$ cat src/rtl/mult_div_unit.sv
// mult_div_unit: iterative multiply/divide unit with a private HI/LO pair.
// Executes MULT/MULTU/DIV/DIVU one radix-2 step per cycle and supports
// direct HI/LO loads (MTHI/MTLO) while idle.
// Ports:
//   clk, resetN          rising-edge clock, async active-low reset
//   start, opCode        request + op (00 MULT, 01 MULTU, 10 DIV, 11 DIVU)
//   operand1, operand2   multiplicand/dividend, multiplier/divisor
//   writeHi, writeLo     direct HI/LO load from writeData (idle only)
//   busy, done           operation in progress / one-cycle completion pulse
//   divByZero            one-cycle pulse with done for a zero divisor
//   hi, lo               HI/LO registers
module mult_div_unit #(
  parameter int unsigned WIDTH = 32
) (
  input  logic             clk,
  input  logic             resetN,
  input  logic             start,
  input  logic [1:0]       opCode,
  input  logic [WIDTH-1:0] operand1,
  input  logic [WIDTH-1:0] operand2,
  input  logic             writeHi,
  input  logic             writeLo,
  input  logic [WIDTH-1:0] writeData,
  output logic             busy,
  output logic             done,
  output logic             divByZero,
  output logic [WIDTH-1:0] hi,
  output logic [WIDTH-1:0] lo
);

  localparam int unsigned DW = 2 * WIDTH;
  localparam int unsigned CW = $clog2(WIDTH);

  typedef enum logic [1:0] {
    S_IDLE    = 2'd0,
    S_COMPUTE = 2'd1,
    S_FINISH  = 2'd2
  } state_t;

  state_t           r_state;
  logic             r_is_div;
  logic             r_neg_res;   // product / quotient sign
  logic             r_neg_rem;   // remainder follows dividend sign
  logic             r_dbz;       // zero divisor detected at start
  logic [CW-1:0]    r_cnt;
  logic [WIDTH-1:0] r_opnd;      // multiplicand or divisor magnitude
  logic [DW-1:0]    r_acc;       // {upper, lower} working accumulator
  logic             r_busy;
  logic             r_done;
  logic             r_div_zero;
  logic [WIDTH-1:0] r_hi;
  logic [WIDTH-1:0] r_lo;

  // Operand decode at start: magnitudes and signs
  logic             w_signed;
  logic             w_op1_neg;
  logic             w_op2_neg;
  logic [WIDTH-1:0] w_op1_mag;
  logic [WIDTH-1:0] w_op2_mag;

  assign w_signed  = ~opCode[0];
  assign w_op1_neg = w_signed & operand1[WIDTH-1];
  assign w_op2_neg = w_signed & operand2[WIDTH-1];
  assign w_op1_mag = w_op1_neg ? (~operand1 + 1'b1) : operand1;
  assign w_op2_mag = w_op2_neg ? (~operand2 + 1'b1) : operand2;

  // Multiply step: conditional add into the upper half, then shift right
  logic [WIDTH:0]   w_mul_sum;
  logic [DW-1:0]    w_mul_next;

  assign w_mul_sum  = {1'b0, r_acc[DW-1:WIDTH]} + {1'b0, (r_acc[0] ? r_opnd : '0)};
  assign w_mul_next = {w_mul_sum, r_acc[WIDTH-1:1]};

  // Restoring divide step: shift in the next dividend bit, trial subtract
  logic [WIDTH:0]   w_div_try;
  logic [WIDTH:0]   w_div_diff;
  logic             w_div_ge;
  logic [WIDTH-1:0] w_div_rem;
  logic [DW-1:0]    w_div_next;

  assign w_div_try  = {r_acc[DW-1:WIDTH], r_acc[WIDTH-1]};
  assign w_div_diff = w_div_try - {1'b0, r_opnd};
  assign w_div_ge   = ~w_div_diff[WIDTH];
  assign w_div_rem  = w_div_ge ? w_div_diff[WIDTH-1:0] : w_div_try[WIDTH-1:0];
  assign w_div_next = {w_div_rem, r_acc[WIDTH-2:0], w_div_ge};

  // Sign correction applied in FINISH
  logic [DW-1:0]    w_prod;
  logic [WIDTH-1:0] w_quo;
  logic [WIDTH-1:0] w_rem;

  assign w_prod = r_neg_res ? (~r_acc + 1'b1) : r_acc;
  assign w_quo  = r_neg_res ? (~r_acc[WIDTH-1:0] + 1'b1) : r_acc[WIDTH-1:0];
  assign w_rem  = r_neg_rem ? (~r_acc[DW-1:WIDTH] + 1'b1) : r_acc[DW-1:WIDTH];

  // Control and datapath registers
  always_ff @(posedge clk or negedge resetN) begin
    if (!resetN) begin
      r_state    <= S_IDLE;
      r_is_div   <= 1'b0;
      r_neg_res  <= 1'b0;
      r_neg_rem  <= 1'b0;
      r_dbz      <= 1'b0;
      r_cnt      <= '0;
      r_opnd     <= '0;
      r_acc      <= '0;
      r_busy     <= 1'b0;
      r_done     <= 1'b0;
      r_div_zero <= 1'b0;
      r_hi       <= '0;
      r_lo       <= '0;
    end else begin
      r_done     <= 1'b0;
      r_div_zero <= 1'b0;
      case (r_state)
        S_IDLE: begin
          if (start) begin
            r_is_div  <= opCode[1];
            r_neg_res <= w_op1_neg ^ w_op2_neg;
            r_neg_rem <= w_op1_neg;
            r_dbz     <= opCode[1] && (operand2 == '0);
            r_cnt     <= '0;
            r_opnd    <= opCode[1] ? w_op2_mag : w_op1_mag;
            r_acc     <= {{WIDTH{1'b0}}, (opCode[1] ? w_op1_mag : w_op2_mag)};
            r_busy    <= 1'b1;
            r_state   <= S_COMPUTE;
          end else begin
            if (writeHi) r_hi <= writeData;
            if (writeLo) r_lo <= writeData;
          end
        end
        S_COMPUTE: begin
          // A zero divisor skips the iterations and spends one cycle here
          if (r_dbz) begin
            r_state <= S_FINISH;
          end else begin
            r_acc <= r_is_div ? w_div_next : w_mul_next;
            r_cnt <= r_cnt + 1'b1;
            if (r_cnt == CW'(WIDTH - 1)) r_state <= S_FINISH;
          end
        end
        S_FINISH: begin
          if (r_dbz) begin
            r_div_zero <= 1'b1;
          end else if (r_is_div) begin
            r_hi <= w_rem;
            r_lo <= w_quo;
          end else begin
            r_hi <= w_prod[DW-1:WIDTH];
            r_lo <= w_prod[WIDTH-1:0];
          end
          r_done  <= 1'b1;
          r_busy  <= 1'b0;
          r_state <= S_IDLE;
        end
        default: begin
          r_busy  <= 1'b0;
          r_state <= S_IDLE;
        end
      endcase
    end
  end

  assign busy      = r_busy;
  assign done      = r_done;
  assign divByZero = r_div_zero;
  assign hi        = r_hi;
  assign lo        = r_lo;

endmodule
$ cat config.mk
export PLATFORM = sky130hd
export DESIGN_NAME = mult_div_unit
export DESIGN_NICKNAME = d
export VERILOG_FILES = /design/src/rtl/mult_div_unit.sv
export SDC_FILE = /design/constraint.sdc
export NUM_CORES = 1
export LEC_CHECK = 0
export ABC_AREA = 1
export CORE_MARGIN = 3
export CORE_UTILIZATION = 40
export CTS_CLUSTER_SIZE = 25
export DETAILED_ROUTE_END_ITERATION = 8
export GPL_TIMING_DRIVEN = 0
export PLACE_DENSITY = 0.56
export SKIP_CTS_REPAIR_TIMING = 1
export SYNTH_ARGS = -nofsm -noshare
export SYNTH_HDL_FRONTEND = slang
export SYNTH_SLANG_ARGS = --single-unit
$ cat constraint.sdc
create_clock -name clk -period 2.9 [get_ports clk]
set_input_delay 0.435 -clock clk [delete_from_list [all_inputs] [get_ports clk]]
set_output_delay 0.435 -clock clk [all_outputs]
set_load 0.03 [all_outputs]
==> impl_results.html, run 1 <==
<table>
<tr><th>Metric</th><th>Value</th></tr>
<tr><th colspan="2">Route</th></tr>
<tr><td>Routed length on met2</td><td>36,800 µm</td></tr>
<tr><td>Routed len/inst</td><td>21.7 µm</td></tr>
<tr><td>Antenna viol nets, final</td><td>0</td></tr>
<tr><td>Vias</td><td>22,700</td></tr>
<tr><td>Post-Route M1 WL</td><td>39,800 µm</td></tr>
<tr><td>Top routing layer used</td><td>met5</td></tr>
<tr><td>Met3 wire length</td><td>8550 µm</td></tr>
<tr><td>Number of optimization iterations in the first detailed-route pass</td><td>6</td></tr>
<tr><td>Total detailed-routing wirelength</td><td>88,500 µm</td></tr>
<tr><td>Detailed-route vias per instance</td><td>5.56</td></tr>
<tr><td>Post-route DRC violation count</td><td>0</td></tr>
<tr><td>Iteration-0 DRC count of the detailed router</td><td>2,774</td></tr>
<tr><th colspan="2">Die</th></tr>
<tr><td>Core Area</td><td>0.0456 mm²</td></tr>
<tr><td>Die height</td><td>221 µm</td></tr>
<tr><td>Starting density of the core</td><td>40.7%</td></tr>
<tr><td>IO Pins</td><td>170</td></tr>
<tr><td>Full die area</td><td>0.0490 mm²</td></tr>
<tr><td>Overall die width</td><td>221 µm</td></tr>
<tr><td>Row Count</td><td>78</td></tr>
<tr><th colspan="2">Synthesis</th></tr>
<tr><td>List of most frequent post-synthesis cells</td><td>nand2_1 (1,062), inv_1 (494), nor2_1 (379)</td></tr>
<tr><td>Cell taking the most area after synthesis</td><td>dfrtp_1</td></tr>
<tr><td>Cell count after synthesis</td><td>3,269</td></tr>
<tr><td>Fraction of synthesis flops using an asynchronous set or reset pin</td><td>100%</td></tr>
<tr><td>Part of the Yosys area used for sequential elements</td><td>23.5%</td></tr>
<tr><td>Post-Syn Nets</td><td>3,444</td></tr>
<tr><td>Syn_area_per_cell</td><td>5.67 µm²</td></tr>
<tr><td>Area of the mapped netlist</td><td>0.0186 mm²</td></tr>
<tr><td>Most used standard cell by instance count after synthesis</td><td>nand2_1</td></tr>
<tr><td>Portion of synthesized cell area occupied by the leading cell type</td><td>23.5%</td></tr>
<tr><td>Syn. warnings</td><td>0</td></tr>
<tr><td>Count of flip-flops with a built-in enable after synthesis</td><td>0</td></tr>
<tr><td>Yosys cell types</td><td>48</td></tr>
<tr><td>Post-synth top flop</td><td>dfrtp_1</td></tr>
<tr><td>Number of synthesized register bits</td><td>174</td></tr>
<tr><td>Area contributors post-synth</td><td>dfrtp_1 (23%), nand2_1 (21%), inv_1 (10%), nand3_1 (8.7%), nor2_1 (7.7%)</td></tr>
<tr><th colspan="2">Placed design</th></tr>
<tr><td>PortBufs</td><td>168</td></tr>
<tr><td>Post-detailed-placement cell area</td><td>0.0210 mm²</td></tr>
<tr><td>Gpl congestion</td><td>1.05</td></tr>
<tr><td>DP Cell Count</td><td>4,038</td></tr>
<tr><td>Post-Place Setup Slack</td><td>-472 ps</td></tr>
<tr><td>Half-perimeter wire length after detailed placement</td><td>74,500 µm</td></tr>
<tr><th colspan="2">Timing</th></tr>
<tr><td>Fraction of the cycle the final worst path needs</td><td>98.0%</td></tr>
<tr><td>Worst Max-Slew Pin Slew</td><td>941 ps</td></tr>
<tr><td>Number of failing setup endpoints in the final timing report</td><td>0</td></tr>
<tr><td>Hold violation total from the final report</td><td>0</td></tr>
<tr><td>Top achievable clock speed</td><td>0.352 GHz</td></tr>
<tr><td>Final hold slack</td><td>489 ps</td></tr>
<tr><td>Post-layout worst setup margin</td><td>58.6 ps</td></tr>
<tr><td>Relative slew slack</td><td>37.3%</td></tr>
<tr><td>Final Max Slew Viols</td><td>0</td></tr>
<tr><td>Post-Route Setup TNS</td><td>0 ps</td></tr>
<tr><td>Fin Clk Skew</td><td>13.7 ps</td></tr>
<tr><td>Min Tclk post-route</td><td>2840 ps</td></tr>
<tr><th colspan="2">Clock network</th></tr>
<tr><td>Clock Tree Buf Depth</td><td>2</td></tr>
<tr><td>TritonCTS buffer count</td><td>17</td></tr>
<tr><td>Clock transition at the registers of the reported paths</td><td>70 ps</td></tr>
<tr><td>Number of levels the H-tree was split into</td><td>4</td></tr>
<tr><td>TritonCTS clock tree</td><td>built</td></tr>
<tr><td>Source-to-sink clock delay at the later pin of the worst-skew pair</td><td>470 ps</td></tr>
<tr><td>Number of clock sinks</td><td>174</td></tr>
<tr><td>Clk root buf</td><td>clkbuf_16</td></tr>
<tr><th colspan="2">Critical path</th></tr>
<tr><td>Largest driver fanout on the critical path</td><td>10</td></tr>
<tr><td>Worst path max stage delay</td><td>370 ps</td></tr>
<tr><td>Kind of start point of the critical path</td><td>flip-flop</td></tr>
<tr><td>Crit-path slowest cell</td><td>dfrtp_1</td></tr>
<tr><td>Crit Path Class</td><td>reg -&gt; reg</td></tr>
<tr><td>Data required time of the critical path</td><td>3250 ps</td></tr>
<tr><td>Data arrival, critical path</td><td>3190 ps</td></tr>
<tr><td>Most common cell type on the critical path</td><td>nand2_1</td></tr>
<tr><td>Crit end category</td><td>flip-flop</td></tr>
<tr><td>Cell chain of the critical path</td><td>buf_6 -&gt; clkbuf_4 -&gt; nand2_1 -&gt; inv_1 -&gt; ha_4 -&gt; nand2_1 -&gt; nor2_2 -&gt; nand3_1 -&gt; nand2_2 -&gt; nand2_1 -&gt; nand2_2 -&gt; nand3_1 -&gt; nand3_1 -&gt; nand3_1 -&gt; nand2_1 -&gt; inv_1 -&gt; nand2_1 -&gt; nand2_1</td></tr>
<tr><th colspan="2">Status</th></tr>
<tr><td>Run status</td><td>finished clean</td></tr>
<tr><th colspan="2">Cells and area</th></tr>
<tr><td>Area of all placed cells without fillers</td><td>0.0218 mm²</td></tr>
<tr><td>Number of inserted filler cells in the final layout</td><td>4,990</td></tr>
<tr><td>Share of final-layout standard cells stronger than drive strength 1</td><td>4.89%</td></tr>
<tr><td>Count of antenna diodes in the layout</td><td>0</td></tr>
<tr><td>Utilization after layout</td><td>47.9%</td></tr>
<tr><td>Net count, final</td><td>3,639</td></tr>
<tr><td>Count of non-filler cells in the finished layout</td><td>4,077</td></tr>
<tr><td>Area delta synth-&gt;final</td><td>17.8%</td></tr>
<tr><th colspan="2">Global route</th></tr>
<tr><td>Global-route wire length before repair</td><td>128,000 µm</td></tr>
<tr><td>Gr ovfl total</td><td>0</td></tr>
<tr><td>Overall track demand over capacity in global routing</td><td>34.5%</td></tr>
<tr><td>Antenna violations before repair</td><td>1</td></tr>
<tr><td>Number of global-route vias before repair</td><td>20,500</td></tr>
<tr><td>Pin count of the biggest net entering global routing</td><td>102</td></tr>
<tr><th colspan="2">Power</th></tr>
<tr><td>Total power density per cell area</td><td>1370 mW/mm²</td></tr>
<tr><td>Post-layout power</td><td>30.0 mW</td></tr>
<tr><td>Static leakage</td><td>11.1 nW</td></tr>
<tr><td>Max VDD drop</td><td>0.866 mV</td></tr>
<tr><th colspan="2">Run</th></tr>
<tr><td>Max-cap check violation count</td><td>0</td></tr>
<tr><th colspan="2">Min path</th></tr>
<tr><td>Class of the worst hold path</td><td>reg -&gt; reg</td></tr>
</table>
## state kept, by name, indices dropped and copies added, names as in the netlist
signal and flops:
r_acc 64, hi 32, lo 32, r_opnd 32, r_cnt 5, r_state 2
busy 1, divByZero 1, done 1, r_dbz 1, r_is_div 1, r_neg_rem 1
r_neg_res 1
## cell type report
class | count | area [µm²] | share of cell area (%)
multi-input cells | 2487 | 12000 | 54.9
flip-flops and latches | 174 | 4370 | 20.0
inverters | 504 | 1900 | 8.68
repair buffers | 176 | 1770 | 8.10
well taps | 600 | 751 | 3.44
plain buffers | 104 | 482 | 2.21
clock buffers | 20 | 447 | 2.04
clock inverters | 12 | 136 | 0.624
## cells in the final DEF (no fill, tap or decap), types with 11 or more instances in the layout
cell type        count
xor2_1              41
o211ai_1            27
nand2_2             24
clkbuf_16           17
buf_1               18
inv_1              490
inv_2               11
ha_1                64
nor2_1             374
buf_2               19
o21ai_1             13
clkbuf_1            59
nand2_1           1047
clkdlybuf4s50_1    167
dfrtp_1            163
a31oi_1             20
o21ai_0            127
nand3_1            321
nor2_2              18
nand4_1             52
a21oi_1            205
dfrtp_2             11
xnor2_1             16
o221ai_1            17
nor3_1              29
and2_1              12
## worst max-delay path, delay by kind of cell, from the launching register on
kind,cells,cell delay (ps)
and+or+nand+nor,13,1570
DFF,1,370
adders and majority gates,1,300
buffers and inverters,4,490
## cell families (layout without fill, tap and decap cells)
logic type | count (synthesis) | after routing | share of synthesized area, %
AND/OR/NAND/NOR | 1911 | 1911 | 42.8
XOR/XNOR | 57 | 57 | 2.69
AO/OA/AOI/OAI | 447 | 447 | 13.4
flip-flops | 174 | 174 | 23.5
adder cells (fa/ha/maj) | 72 | 72 | 4.94
buffers and inverters | 608 | 816 | 12.7
## worst paths after layout
check	start	endpoint	slack [ps]	depth (start not counted)
worst max-delay path	r_acc[0]$_DFFE_PN0P_	r_acc[62]$_DFFE_PN0P_	60	18
worst min-delay path	r_state[0]$_DFFE_PN0P_	divByZero$_DFF_PN0_	490	1
worst max register to register	r_acc[0]$_DFFE_PN0P_	r_acc[62]$_DFFE_PN0P_	60	18
worst min register to register	r_state[0]$_DFFE_PN0P_	divByZero$_DFF_PN0_	490	1
max in group asynchronous	resetN	r_acc[31]$_DFFE_PN0P_	1390	3
min in group asynchronous	resetN	hi[28]$_DFFE_PN0P_	530	2
## power by group
part / internal, mW / total (mW) / switching, mW
registers: 3.68 / 5.69 / 2.01
clock network: 1.30 / 2.35 / 1.06
logic: 7.10 / 22.0 / 14.9
total: 12.1 / 30.0 / 17.9
## layer usage
metal / vias up / track usage, %
met5: - / 0
met4: 2 / 12.1
met3: 150 / 6.38
met2: 1191 / 51.4
met1: 10500 / 49.9
li1: 10800 / -
Power figures use the tool's default switching activity.
==> run 2, diff against run 1 <==
--- a/config.mk
+++ b/config.mk
@@ -6,12 +6,15 @@
 export NUM_CORES = 1
 export LEC_CHECK = 0
 export ABC_AREA = 1
+export CELL_PAD_IN_SITES_DETAIL_PLACEMENT = 0
+export CELL_PAD_IN_SITES_GLOBAL_PLACEMENT = 1
 export CORE_MARGIN = 3
 export CORE_UTILIZATION = 40
 export CTS_CLUSTER_SIZE = 25
 export DETAILED_ROUTE_END_ITERATION = 8
 export GPL_TIMING_DRIVEN = 0
-export PLACE_DENSITY = 0.56
+export PLACE_DENSITY = 0.78
+export REMOVE_ABC_BUFFERS = 1
 export SKIP_CTS_REPAIR_TIMING = 1
 export SYNTH_ARGS = -nofsm -noshare
 export SYNTH_HDL_FRONTEND = slang
==> run 2 against run 1 <==
  * Worst setup slack worse by 55 ps
  * Worst hold slack worse by 18 ps
  * Register-to-register slack better by 20 ps
  * Global-route usage is 1.9 points lower
  * Clock-buffer cell count is 1 lower
  * Die area stayed put
  * Largest cell class unchanged
  * Clock skew is 7.9 ps higher
  * Critical path depth is 8 lower
  * Critical endpoint is now r_acc[8]$_DFFE_PN0P_
  * Highest routed layer is now met4
  * First-iteration DRC count is 18% lower
  * Fmax is 1.9% lower
==> impl_results.html, run 2 (same netlist as run 1, synthesis figures left out) <==
<table>
<tr><th>Metric</th><th>Value</th></tr>
<tr><th colspan="2">Critical path</th></tr>
<tr><td>Data required time of the critical path</td><td>3320 ps (+70 ps)</td></tr>
<tr><td>Largest driver fanout on the critical path</td><td>21 (+11)</td></tr>
<tr><td>Kind of start point of the critical path</td><td>input pin</td></tr>
<tr><td>Critical Path Sink</td><td>r_acc[8]$_DFFE_PN0P_</td></tr>
<tr><td>R2r endpoint</td><td>r_acc[50]$_DFFE_PN0P_</td></tr>
<tr><td>Crit end category</td><td>flip-flop</td></tr>
<tr><td>FF-to-FF path depth</td><td>15 (-3)</td></tr>
<tr><td>Crit Path Class</td><td>in -&gt; reg</td></tr>
<tr><td>Data arrival, critical path</td><td>3320 ps (+130 ps)</td></tr>
<tr><td>Reg-to-reg slack, setup</td><td>80 ps (+20 ps)</td></tr>
<tr><td>Launch instance of the worst register-to-register path</td><td>r_acc[0]$_DFFE_PN0P_</td></tr>
<tr><td>Worst setup path start</td><td>operand2[31]</td></tr>
<tr><th colspan="2">Timing</th></tr>
<tr><td>RSZ-0062 raised after global routing</td><td>true</td></tr>
<tr><td>Hold violation total from the final report</td><td>0 (unchanged)</td></tr>
<tr><td>Relative slew slack</td><td>32.1% (-5.2 points)</td></tr>
<tr><td>Worst Max-Slew Pin Slew</td><td>1020 ps (+78.1 ps)</td></tr>
<tr><td>Min Tclk post-route</td><td>2900 ps (+55.3 ps)</td></tr>
<tr><td>Fraction of the cycle the final worst path needs</td><td>99.9% (+1.9 points)</td></tr>
<tr><td>Final Max Slew Viols</td><td>0 (unchanged)</td></tr>
<tr><td>Fin Clk Skew</td><td>21.6 ps (+7.91 ps)</td></tr>
<tr><td>Post-layout worst setup margin</td><td>3.36 ps (-55.3 ps)</td></tr>
<tr><td>Final hold slack</td><td>471 ps (-18.2 ps)</td></tr>
<tr><td>Top achievable clock speed</td><td>0.345 GHz (-1.9%)</td></tr>
<tr><td>Number of failing setup endpoints in the final timing report</td><td>0 (unchanged)</td></tr>
<tr><th colspan="2">Run</th></tr>
<tr><td>Max-cap check violation count</td><td>0 (unchanged)</td></tr>
<tr><th colspan="2">Placed design</th></tr>
<tr><td>Post-Place Setup Slack</td><td>-1580 ps (-1110 ps)</td></tr>
<tr><td>Gpl congestion</td><td>0.970 (-7.2%)</td></tr>
<tr><td>Half-perimeter wire length after detailed placement</td><td>66,300 µm (-11%)</td></tr>
<tr><td>PortBufs</td><td>169 (+0.60%)</td></tr>
<tr><th colspan="2">Global route</th></tr>
<tr><td>Overall track demand over capacity in global routing</td><td>32.6% (-1.9 points)</td></tr>
<tr><td>Global-route wire length before repair</td><td>122,000 µm (-4.7%)</td></tr>
<tr><td>Number of global-route vias before repair</td><td>19,900 (-2.9%)</td></tr>
<tr><td>Pin count of the biggest net entering global routing</td><td>115 (+13%)</td></tr>
<tr><td>Antenna violations before repair</td><td>0 (-1)</td></tr>
<tr><td>Gr ovfl total</td><td>0 (unchanged)</td></tr>
<tr><th colspan="2">Clock network</th></tr>
<tr><td>Clock Tree Buf Depth</td><td>2 (unchanged)</td></tr>
<tr><td>TritonCTS buffer count</td><td>17 (unchanged)</td></tr>
<tr><td>TritonCTS clock tree</td><td>built</td></tr>
<tr><td>Number of levels the H-tree was split into</td><td>4 (unchanged)</td></tr>
<tr><td>Clk root buf</td><td>clkbuf_16</td></tr>
<tr><td>Clock transition at the registers of the reported paths</td><td>90 ps (+20 ps)</td></tr>
<tr><td>Number of clock sinks</td><td>174 (unchanged)</td></tr>
<tr><td>Source-to-sink clock delay at the later pin of the worst-skew pair</td><td>500 ps (+30 ps)</td></tr>
<tr><th colspan="2">Die</th></tr>
<tr><td>Die height</td><td>221 µm (unchanged)</td></tr>
<tr><td>Full die area</td><td>0.0490 mm² (unchanged)</td></tr>
<tr><td>Starting density of the core</td><td>40.7% (unchanged)</td></tr>
<tr><td>IO Pins</td><td>170 (unchanged)</td></tr>
<tr><td>Overall die width</td><td>221 µm (unchanged)</td></tr>
<tr><td>Core Area</td><td>0.0456 mm² (unchanged)</td></tr>
<tr><td>Row Count</td><td>78 (unchanged)</td></tr>
<tr><th colspan="2">Route</th></tr>
<tr><td>Detailed-route vias per instance</td><td>5.49 (-1.2%)</td></tr>
<tr><td>Total detailed-routing wirelength</td><td>85,100 µm (-3.8%)</td></tr>
<tr><td>Antenna viol nets, final</td><td>0 (unchanged)</td></tr>
<tr><td>Iteration-0 DRC count of the detailed router</td><td>2,261 (-18%)</td></tr>
<tr><td>Number of optimization iterations in the first detailed-route pass</td><td>8 (+2)</td></tr>
<tr><td>Routed len/inst</td><td>21.2 µm (-2.1%)</td></tr>
<tr><td>Vias</td><td>22,000 (-2.9%)</td></tr>
<tr><td>Post-route DRC violation count</td><td>0 (unchanged)</td></tr>
<tr><th colspan="2">Power</th></tr>
<tr><td>Max VDD drop</td><td>1.04 mV (+20%)</td></tr>
<tr><td>Static leakage</td><td>11.0 nW (-0.19%)</td></tr>
<tr><td>Post-layout power</td><td>29.8 mW (-0.74%)</td></tr>
<tr><td>Total power density per cell area</td><td>1350 mW/mm² (-1.6%)</td></tr>
<tr><th colspan="2">Cells and area</th></tr>
<tr><td>Register name with the most flops</td><td>r_acc</td></tr>
<tr><td>Share of final-layout standard cells stronger than drive strength 1</td><td>5.99% (+1.1 points)</td></tr>
<tr><td>Most frequent cells in the layout</td><td>nand2_1 (1,047), inv_1 (490), nor2_1 (364), nand3_1 (321), a21oi_1 (206)</td></tr>
<tr><td>Area delta synth-&gt;final</td><td>18.8%</td></tr>
<tr><td>Count of antenna diodes in the layout</td><td>0 (unchanged)</td></tr>
<tr><td>Leading cell type in the layout, fill and taps excluded</td><td>nand2_1</td></tr>
<tr><td>Number of flip-flops under the largest register name</td><td>64 (unchanged)</td></tr>
<tr><td>Net count, final</td><td>3,571 (-1.9%)</td></tr>
<tr><td>Utilization after layout</td><td>48.4% (+0.42 points)</td></tr>
<tr><th colspan="2">Status</th></tr>
<tr><td>Run status</td><td>finished clean</td></tr>
<tr><th colspan="2">Min path</th></tr>
<tr><td>Class of the worst hold path</td><td>in -&gt; async</td></tr>
</table>
## run 2: worst min-delay path by stage
stage	start	to
2_1_floorplan	resetN	busy$_DFFE_PN0P_
3_3_place_gp	r_state[0]$_DFFE_PN0P_	divByZero$_DFF_PN0_
3_5_place_dp	resetN	lo[15]$_DFFE_PN0P_
4_1_cts	resetN	hi[11]$_DFFE_PN0P_
5_1_grt	busy$_DFFE_PN0P_	busy$_DFFE_PN0P_
6_report	resetN	hi[11]$_DFFE_PN0P_
## run 2: critical path, cell delays in order
cell             delay, ps
clkdlybuf4s50_1        730
inv_1                  230
nor2_4                 500
inv_1                  310
nor2_1                 190
xor2_1                 280
inv_1                  130
nand2_1                 80
o211ai_1               220
a31oi_1                190
## run 2: report_power, final
part	leakage (nW)	switching [mW]	internal, mW	total [mW]
clock network	0.273	1.17	1.20	2.37
registers	2.01	2.08	3.69	5.77
logic	8.76	14.2	7.45	21.6
## run 2: metrics by stage
step | area (µm²) | setup TNS [ps] | std cells
5_1_grt | 22000 | -34.4 | 4008
3_3_place_gp | 20500 | -1555810 | 3934
3_5_place_dp | 20700 | -103770 | 3942
4_1_cts | 21300 | -75590 | 3973
6_report | 22000 | 0 | 4008
2_1_floorplan | 18100 | -73330 | 3165
## run 2: cell type report
cell class	count	area, µm²
Timing Repair inverter	3	15.0
Clock inverter	12	126
Sequential cell	174	4380
Timing Repair Buffer	202	2120
Inverter	504	1940
Fill cell	4972	23500
Multi-Input combinational cell	2494	12300
Clock buffer	19	433
Tap cell	600	751
## run 2: metal layers
layer | vias up | share of wire, % | GRT usage (%)
li1 | 10700 | - | -
met1 | 10200 | 45 | 47.0
met2 | 950 | 42 | 48.8
met3 | 168 | 8.1 | 5.40
met4 | 0 | 4.5 | 12.5
met5 | - | 0 | 0
